**config.mk**
```make
export PLATFORM = sky130hd
export DESIGN_NAME = debug_commit_tracker
export DESIGN_NICKNAME = d
export VERILOG_FILES = /design/src/rtl/debug_commit_tracker.sv
export SDC_FILE = /design/constraint.sdc
export NUM_CORES = 1
export LEC_CHECK = 0
export BUFFER_PORTS_ARGS = -buffer_cell sky130_fd_sc_hd__buf_2
export CAP_MARGIN = 20
export CORE_MARGIN = 2
export CORE_UTILIZATION = 40
export CTS_BUF_LIST = sky130_fd_sc_hd__clkbuf_16
export DETAILED_ROUTE_END_ITERATION = 12
export PLACE_DENSITY = 0.63
export SLEW_MARGIN = 20
export SYNTH_ARGS = -nofsm -noshare
export SYNTH_HDL_FRONTEND = slang
export SYNTH_SLANG_ARGS = --single-unit
export TNS_END_PERCENT = 1
```
**constraint.sdc**
```tcl
create_clock -name clock -period 2.2 [get_ports clock]
set_clock_uncertainty 0.15 [all_clocks]
set_input_delay 0.11 -clock clock [delete_from_list [all_inputs] [get_ports clock]]
set_output_delay 0.11 -clock clock [all_outputs]
set_load 0.1 [all_outputs]
```
**src/rtl/debug_commit_tracker.sv**
```systemverilog
// Writeback-side producer for the simulation debug/commit port: buffers retire
// records in order, stops intake after the halt instruction, drains, then reports halted.
module debug_commit_tracker #(
  parameter int          DEPTH     = 4,
  parameter logic [31:0] HALT_INST = 32'h00100073
) (
  input  logic        clock,
  input  logic        reset,
  input  logic        wb_valid,
  output logic        wb_ready,
  input  logic [31:0] wb_pc,
  input  logic [31:0] wb_inst,
  input  logic        wb_regWen,
  input  logic [4:0]  wb_regWaddr,
  input  logic [31:0] wb_regWdata,
  input  logic        debug_ready,
  output logic        debug_valid,
  output logic        debug_halt,
  output logic [31:0] debug_pc,
  output logic        debug_regWen,
  output logic [4:0]  debug_regWaddr,
  output logic [31:0] debug_regWdata,
  output logic        halted,
  output logic [63:0] instret,
  output logic [1:0]  fsm_state
);

  localparam int          AW         = (DEPTH > 1) ? $clog2(DEPTH) : 1;
  localparam logic [AW:0] FULL_COUNT = (AW+1)'(DEPTH);

  typedef enum logic [1:0] {
    ST_RUN    = 2'd0,
    ST_DRAIN  = 2'd1,
    ST_HALTED = 2'd2
  } state_t;

  state_t        state;
  logic [AW-1:0] wr_ptr;
  logic [AW-1:0] rd_ptr;
  logic [AW:0]   count;

  logic [31:0] pc_mem    [DEPTH];
  logic [31:0] wdata_mem [DEPTH];
  logic [4:0]  waddr_mem [DEPTH];
  logic        wen_mem   [DEPTH];
  logic        halt_mem  [DEPTH];

  logic push;
  logic pop;
  logic push_halt;
  logic head_halt;

  // Handshake contract: a record moves on wb_* when wb_valid && wb_ready at a
  // rising clock edge, and on debug_* when debug_valid && debug_ready; a valid
  // side never waits for ready, and neither side drops its offer until taken.
  // Readiness ignores a same-cycle pop, so a full FIFO costs the producer one cycle.
  assign wb_ready  = reset && (state == ST_RUN) && (count < FULL_COUNT);
  assign push      = wb_valid && wb_ready;
  assign pop       = debug_valid && debug_ready;
  assign push_halt = (wb_inst == HALT_INST);
  assign head_halt = halt_mem[rd_ptr];

  assign debug_valid    = (count != '0);
  assign debug_halt     = debug_valid && head_halt;
  assign debug_pc       = debug_valid ? pc_mem[rd_ptr]    : 32'd0;
  assign debug_regWen   = debug_valid && wen_mem[rd_ptr];
  assign debug_regWaddr = debug_valid ? waddr_mem[rd_ptr] : 5'd0;
  assign debug_regWdata = debug_valid ? wdata_mem[rd_ptr] : 32'd0;
  assign fsm_state      = state;

  // Storage carries no reset: the count gates every read.
  always_ff @(posedge clock) begin
    if (push) begin
      pc_mem[wr_ptr]    <= wb_pc;
      wdata_mem[wr_ptr] <= wb_regWdata;
      waddr_mem[wr_ptr] <= wb_regWaddr;
      wen_mem[wr_ptr]   <= wb_regWen && (wb_regWaddr != 5'd0);
      halt_mem[wr_ptr]  <= push_halt;
    end
  end

  always_ff @(posedge clock or negedge reset) begin
    if (!reset) begin
      state   <= ST_RUN;
      wr_ptr  <= '0;
      rd_ptr  <= '0;
      count   <= '0;
      halted  <= 1'b0;
      instret <= 64'd0;
    end else begin
      if (push) wr_ptr <= wr_ptr + 1'b1;
      if (pop) begin
        rd_ptr  <= rd_ptr + 1'b1;
        instret <= instret + 64'd1;
      end
      case ({push, pop})
        2'b10:   count <= count + 1'b1;
        2'b01:   count <= count - 1'b1;
        default: count <= count;
      endcase
      case (state)
        ST_RUN: begin
          if (push && push_halt) state <= ST_DRAIN;
        end
        ST_DRAIN: begin
          if (pop && head_halt) begin
            state  <= ST_HALTED;
            halted <= 1'b1;
          end
        end
        ST_HALTED: state <= ST_HALTED;
        default:   state <= ST_RUN;
      endcase
    end
  end

`ifndef SYNTHESIS
  a_no_push_full: assert property (@(posedge clock) disable iff (!reset)
    !(push && count == FULL_COUNT));
  a_no_pop_empty: assert property (@(posedge clock) disable iff (!reset)
    !(pop && count == '0));
  a_push_in_run:  assert property (@(posedge clock) disable iff (!reset)
    !(push && state != ST_RUN));
`endif

endmodule

```
==> results of run 1 <==
area by class of cell:
| class | instances | area [µm²] | share of cell area (%) |
|---|---|---|---|
| flip-flops and latches | 358 | 10400 | 53.7 |
| well taps | 461 | 577 | 2.98 |
| clock buffers | 38 | 951 | 4.91 |
| inverters | 8 | 35.0 | 0.181 |
| repair buffers | 394 | 3390 | 17.5 |
| multi-input cells | 385 | 3830 | 19.8 |
| clock inverters | 27 | 183 | 0.943 |
| diodes | 2 | 5.00 | 0.0258 |
through the flow:
step	util, %	total power, mW
after CTS	54.3	29.1
final	54.7	29.2
after floorplan	-	18.7
after detailed placement	47.3	21.4
after global routing	54.7	30.3
after global placement	47.3	21.3
timing repair:
action	in CTS	in global routing
setup endpoints to repair	76	75
endpoints found under the hold margin	366	0
cloned	1	2
pin swaps	3	1
hold buffers	80	0
resized for setup	156	20
buffers inserted	4	0
sequential cells by signal (all words and copies together) (netlist names):
signal     count
pc_mem       128
wdata_mem    128
instret       64
waddr_mem     20
halt_mem       4
wen_mem        4
count          3
fsm_state      2
rd_ptr         2
wr_ptr         2
halted         1
path summary, 6_finish.rpt:
check                                    startpoint                       end  slack [ns]
max in group asynchronous                     reset     rd_ptr[1]$_DFFE_PN0P_        0.85
min                                      wb_inst[7]     halt_mem[3]$_DFFE_PP_        0.06
min reg2reg                 instret[63]$_DFFE_PN0P_   instret[63]$_DFFE_PN0P_        0.32
max reg2reg                fsm_state[0]$_DFFE_PN0P_  fsm_state[1]$_DFFE_PN0P_       -0.11
min in group asynchronous                     reset     rd_ptr[0]$_DFFE_PN0P_        0.30
max                           rd_ptr[0]$_DFFE_PN0P_        debug_regWdata[23]       -0.24
synth_stat cells (2+ instances only):
cell      instances
nor4b_1           2
nand4_1          30
mux4_2           70
and4_1            5
and3_2            4
xnor2_1          56
nor4_1            7
edfxtp_1        284
nor2_1           14
mux2_2            3
clkbuf_1         16
nor4bb_1          2
xor2_1           13
nand3_1          23
o21ai_0           2
nor3_1            7
inv_1             7
dfrtp_1          74
nor4_4            2
and2_1           79
nand2_1          32
buf_2            10
ha_1              9
or4_1             2
and3_1           10
critical path, stage by stage (launching register included):
cell	delay, ns
dfrtp_4	0.44
buf_12	0.17
buf_12	0.16
mux4_2	0.50
and2_1	0.18
buf_6	0.18
power breakdown:
part | switching, mW | total [mW] | internal, mW | leakage [nW]
logic | 10.4 | 15.2 | 4.85 | 3.27
clock network | 2.50 | 5.86 | 3.37 | 0.591
registers | 0.221 | 8.09 | 7.87 | 3.57
total | 13.1 | 29.2 | 16.1 | 7.43
cell families after synthesis:
logic type               count (synthesis)
AND/OR/NAND/NOR                        225
adder cells (fa/ha/maj)                 10
multiplexers                            74
AO/OA/AOI/OAI                            7
XOR/XNOR                                69
flip-flops                             358
buffers and inverters                   36
per-layer routing:
layer | vias to the layer above | track usage, % | share of wire (%)
met1 | 4214 | 23.9 | 44
met4 | 2 | 5.07 | 1.9
met2 | 219 | 28.3 | 48
met5 | - | 0 | 0.049
li1 | 3850 | - | -
met3 | 46 | 3.91 | 6.2
==> qor.csv, run 1 <==
metric,value,unit
pre-CTS setup slack,-0.136,ns
largest family of logic cells by synthesized area,multiplexers,
DRT Pass-1 Iters,4,
Die Y,193,µm
largest net degree at the start of global routing,75,
Final setup viols,74,
Final Hold Viols,0,
clock slew at reported path FFs,0.06,ns
Startpoint Class,flop,
setup_tns,-14.77,ns
Post-synth EDFFs,284,
synthesized area,0.0143,mm²
ys flop type,edfxtp_1,
Crit. End Element,output port,
most frequent cells in the layout,"edfxtp_1, buf_2, dlygate4sd3_1, and2_1, mux4_2",
mux contribution to synthesized area,11.4,%
crit share post-route,111,%
GPL Wtd Cong,0.780,
via count,8331,
clock latency on the worst-skew pair,0.53,ns
DRC viols,0,
core area,0.0354,mm²
Hold Crit Class,input port to flop,
"most common cell after layout, fill and taps aside",edfxtp_1,
Max Freq,409,MHz
Mean Syn Cell Area,18.4,µm²
Leakage Power,7.43,nW
"FFs w/ async S/R, synth",20.7,%
GRT Util Overall,17.5,%
Fillers,2834,
Clock Sinks,358,
Max-cap violations,0,
Die Wd,193,µm
gr ovfl total,0,
die area,0.0373,mm²
Post-Synth XOR/XNOR Area,4.22,%
Worst Path Arrival,2.18,ns
Via density,4.98,
Slew Limit Fails,0,
htree depth,2,
initial DRC count,523,
maximum fanout along the worst path,8,
vias in the first global route,8714,
compound-cell area share of the yosys netlist,0.419,%
simple logic cell fraction of the synthesized area,9.39,%
final setup margin,-0.244,ns
Post-Route WL,32.7,mm
worst hold stages,4,
"FF+latch count, synth",358,
min Tclk post-route,2.44,ns
CTS max path bufs,3,
share of cells above drive strength 1,38.3,%
Area growth syn-to-layout,35.3,%
"antenna viol nets, final",0,
setup repair after global routing missed its margin,true,
Worst EP required,1.94,ns
Ys Warns,0,
PwrDens,1510,mW/mm²
final cell count without fillers,1673,
Layout Cell Area excl Fill,0.0194,mm²
placed cells,1519,
initial antenna violation count,3,
CTS Root Cell,clkbuf_16,
first-pass GRT wire length,49.3,mm
Worst VDD drop,2000,µV
nets@finish,1301,
Netlist cell types,41,
Synth Area in Adders,0.926,%
Placed Area,0.0167,mm²
Max-Slew Margin vs Limit,34.2,%
Post-Syn Instances,779,
worst slew pin tran,0.987,ns
Boundary Pins,246,
run status,"finished, violations left",
# port buffers,245,
WHS,0.0629,ns
post-DP HPWL,21.0,mm
clock buffer count from CTS,38,
Wirelength per Cell,19.5,µm
initial core utilization,40.4,%
"top cells by area, synth","edfxtp_1, dfrtp_1, mux4_2, and2_1, xnor2_1",
share of Yosys cell area claimed by the top area cell type,59.6,%
leading area contributor after synthesis,edfxtp_1,
TritonCTS clock tree,built,
sequential fraction of the synthesis area,72.5,%
Synth Net Count,895,
failing checks,setup timing,
Reg2Reg Depth,8,
critical path type,flop to output port,
Core Rows,69,
Note: power is estimated with default switching activity, not from simulation.
==> run 2, diff against run 1 <==
Settings changed: ABC_AREA set to 1.
==> qor.csv, run 2 <==
metric,value,unit,change
Final Hold Viols,0,,unchanged
Final setup viols,71,,was 74
cell chain of the critical path,buf_8 > clkinv_8 > clkbuf_16 > o21ai_0 > a21oi_2 > buf_12,,was buf_12 > buf_12 > mux4_2 > and2_1 > buf_6
Area growth syn-to-layout,38.9,%,was 35.3%
synth cell count leaders,"nor2_1, edfxtp_1, nand2_1, o21ai_0",,"was edfxtp_1, and2_1, dfrtp_1, mux4_2, xnor2_1"
maximum fanout along the worst path,14,,was 8
"most common cell after layout, fill and taps aside",nor2_1,,was edfxtp_1
setup_tns,-8.63,ns,was -14.77 ns
via count,11783,,was 8331
Wirelength per Cell,18.4,µm,was 19.5 µm
initial core utilization,40.8,%,was 40.4%
share of Yosys cell area claimed by the top area cell type,55.2,%,was 59.6%
final cell count without fillers,2337,,was 1673
Worst EP required,1.94,ns,about the same
"Slowest-stage cell, CP",dfrtp_4,,was mux4_2
min Tclk post-route,2.38,ns,was 2.44 ns
biggest regs,"pc_mem: 128 flops, wdata_mem: 128 flops, instret: 64 flops",,unchanged
Startpoint Class,flop,,unchanged
Max-Slew Margin vs Limit,34.1,%,was 34.2%
"FF+latch count, synth",358,,unchanged
Tot Pwr,35.5,mW,was 29.2 mW
Max Freq,420,MHz,was 409 MHz
CTS Root Cell,clkbuf_16,,unchanged
vias in the first global route,11865,,was 8714
most common cell in the synthesized netlist,nor2_1,,was edfxtp_1
PwrDens,1660,mW/mm²,was 1510 mW/mm²
Slew Limit Fails,0,,unchanged
Crit. End Element,output port,,unchanged
Worst VDD drop,1800,µV,was 2000 µV
CTS max path bufs,3,,unchanged
# port buffers,245,,unchanged
TritonCTS clock tree,built,,unchanged
Leakage Power,8.41,nW,was 7.43 nW
Core Rows,71,,was 69
DRC viols,0,,unchanged
post-DP HPWL,25.4,mm,was 21.0 mm
Worst Path Arrival,2.12,ns,was 2.18 ns
Post-Route WL,43.0,mm,was 32.7 mm
initial DRC count,826,,was 523
worst stage delay on the critical path,0.50,ns,about the same
Synth Net Count,1545,,was 895
Mean Syn Cell Area,10.8,µm²,was 18.4 µm²
initial antenna violation count,3,,unchanged
Ys Warns,0,,unchanged
failing checks,setup timing,,unchanged
clock buffer count from CTS,40,,was 38
ys flop type,edfxtp_1,,unchanged
Netlist cell types,39,,was 41
gr ovfl total,0,,unchanged
final setup margin,-0.184,ns,was -0.244 ns
synthesized area,0.0154,mm²,was 0.0143 mm²
GPL Wtd Cong,0.898,,was 0.780
nets@finish,1911,,was 1301
share of cells above drive strength 1,26.2,%,was 38.3%
leading area contributor after synthesis,edfxtp_1,,unchanged
sequential fraction of the synthesis area,67.2,%,was 72.5%
run status,"finished, violations left",,unchanged
htree depth,2,,unchanged
Max-cap violations,0,,unchanged
Fillers,3183,,was 2834
clock latency on the worst-skew pair,0.56,ns,was 0.53 ns
setup repair after global routing missed its margin,true,,unchanged
critical path type,flop to output port,,unchanged
Die Wd,201,µm,was 193 µm
crit share post-route,108,%,was 111%
DRT Pass-1 Iters,5,,was 4
"FFs w/ async S/R, synth",20.7,%,unchanged
clock slew at reported path FFs,0.06,ns,about the same
Hold Crit Class,input port to flop,,unchanged
Die Y,201,µm,was 193 µm
placed cells,2170,,was 1519
die area,0.0402,mm²,was 0.0373 mm²
largest net degree at the start of global routing,75,,unchanged
"top cells by area, synth","edfxtp_1, dfrtp_1, nor2_1, o21ai_0, nand2_1",,"was edfxtp_1, dfrtp_1, mux4_2, and2_1, xnor2_1"
"antenna viol nets, final",0,,unchanged
core area,0.0378,mm²,was 0.0354 mm²
Post-Syn Instances,1429,,was 779
Clock Sinks,358,,unchanged
worst slew pin tran,0.989,ns,was 0.987 ns
Via density,5.04,,was 4.98
first-pass GRT wire length,63.6,mm,was 49.3 mm
Boundary Pins,246,,unchanged
Post-synth EDFFs,284,,unchanged
GRT Util Overall,19.8,%,was 17.5%
most frequent cells in the layout,"nor2_1, edfxtp_1, buf_2, nand2_1, o21ai_0",,"was edfxtp_1, buf_2, dlygate4sd3_1, and2_1, mux4_2"
-- run 2: changes by cell type after synthesis, moves of 19 or more --
cell	change
o21ai_0	+143
xnor2_1	-36
inv_1	+67
mux4_2	-70
nor2_1	+371
xor2_1	+19
nand2_1	+114
and2_1	-76
a21oi_1	+71
-- run 2: what timing repair did --
item,in CTS,in global routing
cloned,0,14
hold endpoints to repair,364,0
hold buffers,78,0
buffers inserted,0,2
pin swaps,21,26
gates resized for setup,28,77
setup endpoints to repair,71,201
-- run 2: cell families (layout without fill, tap and decap cells) --
family | count (synthesis) | count (layout) | share of synthesized area (%)
other | 0 | 3 | 0
flip-flops | 358 | 358 | 67.2
buffers and inverters | 137 | 531 | 3.54
AO/OA/AOI/OAI | 220 | 220 | 7.17
XOR/XNOR | 52 | 52 | 2.95
adder cells (fa/ha/maj) | 10 | 10 | 0.859
AND/OR/NAND/NOR | 652 | 652 | 18.3
-- run 2: path summary, 6_finish.rpt --
path	start	end	slack, ns	cells after the start
max	rd_ptr[0]$_DFFE_PN0P_	debug_regWdata[11]	-0.18	6
min	wb_inst[26]	fsm_state[1]$_DFFE_PN0P_	0.02	8
max reg2reg	fsm_state[1]$_DFFE_PN0P_	wdata_mem[1][26]$_DFFE_PP_	0.08	8
min reg2reg	halted$_DFFE_PN0P_	halted$_DFFE_PN0P_	0.31	1
max in group asynchronous	reset	fsm_state[1]$_DFFE_PN0P_	0.85	3
min in group asynchronous	reset	halted$_DFFE_PN0P_	0.24	3
-- run 2: area by class of cell --
type / instances / area, µm² / share of cell area (%)
flip-flops and latches: 358 / 10400 / 48.4
multi-input cells: 934 / 4800 / 22.4
repair buffers: 378 / 4010 / 18.7
clock buffers: 41 / 1030 / 4.78
well taps: 511 / 639 / 2.98
inverters: 82 / 333 / 1.55
clock inverters: 29 / 243 / 1.13
repair inverters: 1 / 8.76 / 0.0408
diodes: 3 / 7.51 / 0.0350
-- run 2: worst max-delay path: cells and delay by family, from the launching register on --
| kind | cells | cell delay, ns |
|---|---|---|
| buf+inv | 4 | 0.67 |
| compound gates | 2 | 0.39 |
| flops | 1 | 0.50 |
-- run 2: per-layer routing --
layer,wire length [µm],vias to the layer above,GRT usage [%]
li1,-,5579,-
met1,18200,5772,25.3
met2,21300,372,34.1
met3,2690,60,4.17
met4,780,0,5.50
met5,0,-,0
-- run 2: power by group --
group	internal, mW	switching (mW)	total (mW)
clock network	3.64	2.74	6.38
registers	7.85	0.228	8.08
logic	6.94	14.2	21.1
-- run 2: metrics by stage --
step           hold WS (ns)  area, µm²  util (%)  worst slack, ns
4_1_cts             0.00854      20900      55.3           -0.188
6_report             0.0177      21500      56.7           -0.184
3_3_place_gp          0.171      18800      49.6           0.0658
3_5_place_dp          0.176      18800      49.6           0.0524
5_1_grt              0.0710      21500      56.7           -0.248
2_1_floorplan        -0.336      15500         -           -0.646
==> run 3, diff against run 2 <==
Settings changed: HOLD_SLACK_MARGIN set to 0.06.
==> qor.csv, run 3 (synthesized netlist as in run 2, its figures left out) <==
metric,value,unit,change
Clock Sinks,358,,unchanged
first-pass GRT wire length,64.1,mm,was 63.6 mm
"most common cell after layout, fill and taps aside",nor2_1,,unchanged
Layout Utilization,56.7,%,about the same
"antenna viol nets, final",0,,unchanged
min Tclk post-route,2.41,ns,was 2.38 ns
critical path type,flop to output port,,unchanged
clock slew at reported path FFs,0.06,ns,about the same
htree depth,2,,unchanged
"Most Used Layer, Global Route",met2,,unchanged
Worst Path Arrival,2.15,ns,was 2.12 ns
core area,0.0378,mm²,unchanged
Post-Route WL,42.7,mm,was 43.0 mm
run status,"finished, violations left",,unchanged
post-DP HPWL,25.4,mm,unchanged
setup_tns,-10.27,ns,was -8.63 ns
via count,11737,,was 11783
final cell count without fillers,2342,,was 2337
Via density,5.01,,was 5.04
worst slew pin tran,0.978,ns,was 0.989 ns
vias in the first global route,11939,,was 11865
Max-Slew Margin vs Limit,34.8,%,was 34.1%
Hold Crit Class,input port to flop,,unchanged
Worst EP required,1.94,ns,about the same
TritonCTS clock tree,built,,unchanged
GRT Util Overall,20.0,%,was 19.8%
maximum fanout along the worst path,28,,was 14
placed cells,2170,,unchanged
GPL Wtd Cong,0.898,,unchanged
DRT Pass-1 Iters,5,,unchanged
clock latency on the worst-skew pair,0.56,ns,about the same
initial core utilization,40.8,%,unchanged
most frequent cells in the layout,"nor2_1, edfxtp_1, buf_2, nand2_1, o21ai_0",,unchanged
crit share post-route,110,%,was 108%
Max Freq,415,MHz,was 420 MHz
PwrDens,1650,mW/mm²,was 1660 mW/mm²
# port buffers,245,,unchanged
DRC viols,0,,unchanged
Final setup viols,71,,unchanged
final setup margin,-0.210,ns,was -0.184 ns
clock buffer count from CTS,40,,unchanged
Slew Limit Fails,0,,unchanged
grt met1 use,25.5,%,was 25.3%
die area,0.0402,mm²,unchanged
Startpoint Class,flop,,unchanged
biggest regs,"pc_mem: 128 flops, wdata_mem: 128 flops, instret: 64 flops",,unchanged
Layout Cell Area excl Fill,0.0215,mm²,about the same
Worst VDD drop,1810,µV,was 1800 µV
CTS Root Cell,clkbuf_16,,unchanged
Leakage Power,8.41,nW,about the same
pre-CTS setup slack,0.0524,ns,unchanged
Max-cap violations,0,,unchanged
setup repair after global routing missed its margin,true,,unchanged
WHS,0.0143,ns,was 0.0177 ns
met2 GRT Util,34.5,%,was 34.1%
R2R setup slack,0.07,ns,was 0.08 ns
Placed Area,0.0188,mm²,unchanged
Boundary Pins,246,,unchanged
gr ovfl total,0,,unchanged
largest net degree at the start of global routing,75,,unchanged
initial DRC count,812,,was 826
Tot Pwr,35.3,mW,was 35.5 mW
CTS max path bufs,3,,unchanged
Final Hold Viols,0,,unchanged
Wirelength per Cell,18.2,µm,was 18.4 µm
Fillers,3179,,was 3183
Area growth syn-to-layout,38.9,%,about the same
Die Wd,201,µm,unchanged
Core Rows,71,,unchanged
initial antenna violation count,3,,unchanged
share of cells above drive strength 1,25.9,%,was 26.2%
failing checks,setup timing,,unchanged
Global Route met3 Usage,4.12,%,was 4.17%
Die Y,201,µm,unchanged
nets@finish,1916,,was 1911
Crit. End Element,output port,,unchanged
[run 3: layout make-up]
class                   instances  area (µm²)  share of cell area (%)
diodes                          3        7.51                  0.0350
well taps                     511         639                    2.98
clock inverters                29         243                    1.13
repair buffers                384        4020                    18.7
inverters                      82         333                    1.55
multi-input cells             934        4790                    22.3
flip-flops and latches        358       10400                    48.4
clock buffers                  41        1030                    4.78
[run 3: final timing paths]
| kind | from | to | depth (start not counted) |
|---|---|---|---|
| max in group asynchronous | reset | rd_ptr[0]$_DFFE_PN0P_ | 3 |
| setup reg to reg | fsm_state[1]$_DFFE_PN0P_ | wdata_mem[1][26]$_DFFE_PP_ | 8 |
| setup / recovery | rd_ptr[0]$_DFFE_PN0P_ | debug_pc[31] | 6 |
| hold / removal | wb_inst[31] | halt_mem[2]$_DFFE_PP_ | 5 |
| hold reg to reg | halted$_DFFE_PN0P_ | halted$_DFFE_PN0P_ | 1 |
| min in group asynchronous | reset | halted$_DFFE_PN0P_ | 3 |
[run 3: timing repair]
action | 4_1_cts | 5_1_grt
pin swaps | 21 | 21
resized for setup | 28 | 55
setup endpoints to repair | 71 | 203
hold buffers | 88 | 0
gates cloned | 0 | 10
endpoints found under the hold margin | 371 | 0
buffers inserted | 0 | 2
[run 3: critical path, cell delays in order, from the launching register on]
cell,delay [ns]
dfrtp_4,0.50
buf_8,0.16
clkinv_8,0.11
clkbuf_16,0.22
o21ai_0,0.11
a21oi_1,0.25
buf_12,0.21
[run 3: metal layers]
| metal | vias to the layer above | wire length [µm] | share of wire, % |
|---|---|---|---|
| li1 | 5578 | - | - |
| met1 | 5749 | 18100 | 43 |
| met2 | 348 | 21200 | 50 |
| met3 | 62 | 2570 | 6.0 |
| met4 | 0 | 804 | 1.9 |
| met5 | - | 0 | 0 |
[run 3: report_power, final]
group	switching (mW)	total (mW)	internal, mW
registers	0.226	8.07	7.85
clock network	2.72	6.37	3.64
logic	14.1	20.9	6.81
total	17.0	35.3	18.3
